$ cat config.mk
export PLATFORM = sky130hd
export DESIGN_NAME = regfile
export DESIGN_NICKNAME = d
export VERILOG_FILES = /design/src/rtl/regfile.sv
export SDC_FILE = /design/constraint.sdc
export NUM_CORES = 2
export LEC_CHECK = 0
export BUFFER_PORTS_ARGS = -buffer_cell sky130_fd_sc_hd__buf_2
export CORE_ASPECT_RATIO = 1.2
export CORE_MARGIN = 2
export CORE_UTILIZATION = 35
export CTS_BUF_LIST = sky130_fd_sc_hd__clkbuf_16
export CTS_CLUSTER_DIAMETER = 40
export DETAILED_ROUTE_END_ITERATION = 10
export GPL_TIMING_DRIVEN = 1
export SLEW_MARGIN = 20
export SYNTH_ARGS = -nofsm -noshare
export SYNTH_HDL_FRONTEND = slang
export SYNTH_SLANG_ARGS = --single-unit
$ cat constraint.sdc
create_clock -name clk -period 7.1 [get_ports clk]
set_input_delay 1.42 -clock clk [delete_from_list [all_inputs] [get_ports clk]]
set_output_delay 1.42 -clock clk [all_outputs]
set_load 0.01 [all_outputs]
$ cat src/rtl/regfile.sv
// 32 x 32-bit integer register file with two combinational read ports, one write
// port, optional same-cycle write forwarding and a per-register pending-write scoreboard.
module regfile #(
  parameter int WRITE_BYPASS = 1
) (
  input  logic        clk,
  input  logic        rst_n,
  input  logic [4:0]  rs1_addr,
  input  logic [4:0]  rs2_addr,
  output logic [31:0] read_data1,
  output logic [31:0] read_data2,
  input  logic        we,
  input  logic [4:0]  rd_addr,
  input  logic [31:0] write_data,
  input  logic        issue_valid,
  input  logic [4:0]  issue_rd,
  output logic        rs1_busy,
  output logic        rs2_busy
);

  localparam int DATA_W = 32;
  localparam int DEPTH  = 32;

  logic [DATA_W-1:0] mem [DEPTH];
  logic [DEPTH-1:0]  busy;
  logic              wr_ok;
  logic              byp_en;
  logic              hit1;
  logic              hit2;

  assign wr_ok = we && (rd_addr != 5'd0);

  // Entry 0 is never written, so it stays at its reset value of zero.
  always_ff @(posedge clk or negedge rst_n) begin
    if (!rst_n) begin
      for (int i = 0; i < DEPTH; i++) begin
        mem[i] <= '0;
      end
    end else if (wr_ok) begin
      mem[rd_addr] <= write_data;
    end
  end

  // Clear is scheduled before set so a new producer on the same index wins.
  always_ff @(posedge clk or negedge rst_n) begin
    if (!rst_n) begin
      busy <= '0;
    end else begin
      if (we) begin
        busy[rd_addr] <= 1'b0;
      end
      if (issue_valid && (issue_rd != 5'd0)) begin
        busy[issue_rd] <= 1'b1;
      end
    end
  end

  always_comb begin
    byp_en     = (WRITE_BYPASS != 0) && rst_n && wr_ok;
    hit1       = byp_en && (rd_addr == rs1_addr);
    hit2       = byp_en && (rd_addr == rs2_addr);
    read_data1 = '0;
    read_data2 = '0;
    if (rs1_addr != 5'd0) begin
      read_data1 = hit1 ? write_data : mem[rs1_addr];
    end
    if (rs2_addr != 5'd0) begin
      read_data2 = hit2 ? write_data : mem[rs2_addr];
    end
    // A forwarded operand is already available, so it is not reported as pending.
    rs1_busy = busy[rs1_addr] && !hit1;
    rs2_busy = busy[rs2_addr] && !hit2;
  end

endmodule

==> parameters.txt <==
Parameter                              Value

Worst setup path
  Startpoint types    primary input
  Largest incremental delay on the critical path    around 0.63 ns
  Worst Path Buf+Inv    3
  Critical Path Fanout Max    66
  CP endpoint kind    output pin
  Cell-by-cell listing of the critical path    buf_8, buf_4, mux4_2, o22ai_1, nor3_1, nor2_1, a21oi_1, buf_2
  Arrival @ worst endpoint    4.25 ns
  Critical path start-end classification    primary input to output pin
  Required time at the worst-slack endpoint    ~5.7 ns
  Slowest stage cell, crit path    buf_4
  Category of cells accounting for the largest share of critical-path delay    buffers and inverters

Timing
  Accumulated negative setup slack    0 ns
  Time the worst path needs with I/O delays and setup    5.666 ns
  Post-route fraction of the period consumed by the critical path    79.81%
  Unrepaired setup endpoints after global routing    false
  Min Hold Slack    about 0.40 ns
  Max Transition Viols Final    0
  Max Clock Freq    176.5 MHz
  Final setup violating endpoints    0
  Post-route setup slack    1.434 ns
  Actual slew at the worst max-slew pin    1.215 ns
  Slew Limit Headroom    19.02%
  Worst clock skew on the final layout    0 ns
  Endpoints failing hold    0

Floorplan
  Width of the die    ~370 um
  Die Outline Area    165600 um2
  Effective utilization at floorplan    35.09%
  Die height    roughly 450 um
  Num rows    between 150 and 200
  Number of primary I/O pins    122
  Core Area    162000 um2

Clocking
  Hold-fix buffers at CTS    0
  Clock sink count    roughly 1100
  Clock-pin slew on the worst setup and hold paths    0.05 ns
  Number of buffers created by CTS    152
  Max Root-Sink Buffers    3
  Post-cts repair resize count    0
  Clock latency at the later pin of the worst-skew pair    about 0.76 ns
  Clock tree root buffer cell    clkbuf_16
  CTS tree    yes
  H-tree depth reported by CTS    4
  Postcts setup bufs    0

Logic synthesis
  Synth warnings    0
  Post-synthesis async set-or-reset flop share    100.0%
  Number of synthesized register bits    1056
  Cells taking the most area after synthesis    dfrtp_1 46%, mux2_2 22%, mux4_2 16%
  Post-synthesis mux area share    40.49%
  Share of the synthesized area in the top cell type    ~46%
  Main combinational cell family by area after synthesis    multiplexers
  Top flip-flop cell by instance count after synthesis    dfrtp_1
  Number of enable-type register cells in the synthesized netlist    0
  Fraction of the mapped netlist area in simple logic gates    3.338%
  Share of synthesized area occupied by flip-flops and latches    a little under half
  Most area-hungry cell type in the Yosys netlist    dfrtp_1
  Compound-Gate Fraction of Synth Area    5.293%
  Fraction of synthesized cell area in xor and xnor cells    0.1541%
  Number of distinct library cell variants in the gate-level netlist after synthesis    51
  Adder-cell share of the synthesized area    0%
  Cells after synthesis    4040
  Nets in the synthesized netlist    4096
  Post-Syn Area    56830 um2
  Mean instance size in the synthesized netlist    14.07 um2

Cells and area
  Number of nets in the layout    between 4000 and 5000
  Signed area change from the synthesized netlist to the final layout    12.84%
  Share of final-layout standard cells stronger than drive strength 1    48.93%
  Post-route insts no fill    6212

Power and ir drop
  Total net switching power    5.205 mW
  Combinational power share    between 10% and 20%
  Cell internal pwr    13.99 mW
  Static Leakage    between 20 and 30 nW
  Portion of total power attributed to sequential cells    about two fifths
  Peak supply drop    0.2687 mV
  Switching portion of total power    27.11%
  Power Density    299.3 nW/um2
  Clock network fraction of design power    40.1%

Drt
  Post-route antenna net violation count    0
  Post-DR wirelength/cell    just under 30 um
  Count of unresolved DRC violations after routing    0
  Vias/cell    6.002
  Count of vias placed by the detailed router    37283
  First DRT Iteration DRCs    3246
  Post-Route WL    183500 um
  Pre-Repair DR Iteration Count    5

Placement
  Routability cong.    0.8197
  Inst Count DP    slightly below 6000
  Estimated wirelength of the detail-placed design    about 100000 um
  Count of input and output buffers    121
  Pre-CTS setup slack    around 1.5 ns

Global routing
  Number of global-route vias before repair    38832
  Global-route wire length before repair    268800 um
  GRT Total Usage    22.16%
  Aggregate global routing overflow    0
  Pin count of the biggest net entering global routing    ~160
  Number of antenna violations at the first check in global routing    14

Run status
  Status    completed

Job
  Number of max-capacitance violations reported    0

Hold path
  Worst min-delay path category    flop to flop
-- metal layers --
layer / GRT usage (%) / vias to the layer above / share of wire, % / routed length [um]
met4: 7.072 / 2 / 3.1 / 5615
li1: - / 15347 / - / -
met5: 0 / - / 0.14 / 256
met1: 30.69 / 20137 / 43 / 78670
met2: 34.74 / 1430 / 47 / 85470
met3: 4.633 / 367 / 7.3 / 13460
-- kinds of logic (layout without fill, tap and decap cells) --
logic type	after synthesis	after routing
buf+inv	460	499
other cells	0	1
flops	1056	1056
simple gates	415	415
compound gates	445	445
mux	1654	1654
xor+xnor	10	10
-- final timing paths --
kind	start	to	slack [ns]	cells past startpoint
max in group asynchronous	rst_n	mem[985]	3.43	4
min in group asynchronous	rst_n	mem[370]	0.58	1
min	mem[995]	mem[995]	0.40	0
max	rs2_addr[1]	read_data2[22]	1.43	8
min reg2reg	mem[995]	mem[995]	0.40	0
max reg2reg	mem[549]	mem[549]	6.29	1
-- state kept, by name, summed over array words and instances (netlist names) --
signal,cells
busy,32
mem,1024
-- metrics by stage --
step / power, mW / area, um2 / util (%)
after CTS: 19.29 / 64120 / 39.59
after floorplan: 10.52 / 56830 / -
final: 19.20 / 64130 / 39.60
after global placement: 11.44 / 59000 / 36.43
after detailed placement: 11.58 / 59000 / 36.43
after global routing: 20.00 / 64120 / 39.59
-- cell usage in the layout (no fill, tap or decap), types with 18 or more instances in the layout --
master / synthesis / routed
o21ai_0: 96 / 96
o221ai_1: 62 / 62
clkbuf_16: 0 / 156
a221o_1: 55 / 55
mux4_2: 404 / 404
nor2_1: 205 / 193
buf_2: 95 / 114
clkinv_1: 0 / 24
clkinvlp_4: 0 / 18
inv_1: 2 / 19
o22ai_1: 124 / 124
bufinv_16: 0 / 20
inv_6: 0 / 18
dfrtp_1: 1056 / 1056
nor3_1: 122 / 120
buf_4: 76 / 81
buf_12: 7 / 21
mux2i_1: 133 / 133
mux2_2: 1086 / 1086
mux2_1: 31 / 31
a21oi_1: 73 / 73
-- power by group through the flow --
stage	clock network [mW]	logic, mW	registers, mW
after floorplan	0	2.74	7.79
after global placement	0	3.48	7.96
after detailed placement	0	3.53	8.05
after CTS	7.80	3.54	7.95
after global routing	8.08	3.79	8.13
final	7.70	3.53	7.97
-- cells in the mapped netlist, types with 7 or more instances --
cell	count
mux2_2	1086
o21ai_0	96
nor2_1	205
mux4_2	404
nand3b_1	9
buf_2	95
a221oi_1	8
mux2i_1	133
buf_1	32
nor3b_1	11
a221o_1	55
o22ai_1	124
buf_6	9
a21oi_1	73
mux2_1	31
buf_12	7
nor3_1	122
buf_8	8
a22o_1	15
nand2_1	28
buf_4	76
o221ai_1	62
dfrtp_1	1056
clkbuf_1	230
-- cell type report --
class / instances / area (um2)
inverters: 2 / 7.507
fillers: 14995 / 97830
clock buffers: 156 / 3904
well taps: 2132 / 2668
repair buffers: 223 / 1697
diodes: 1 / 2.502
clock inverters: 118 / 1214
multi-input cells: 2524 / 28210
flip-flops and latches: 1056 / 26430
Note: power is estimated with default switching activity, not from simulation.
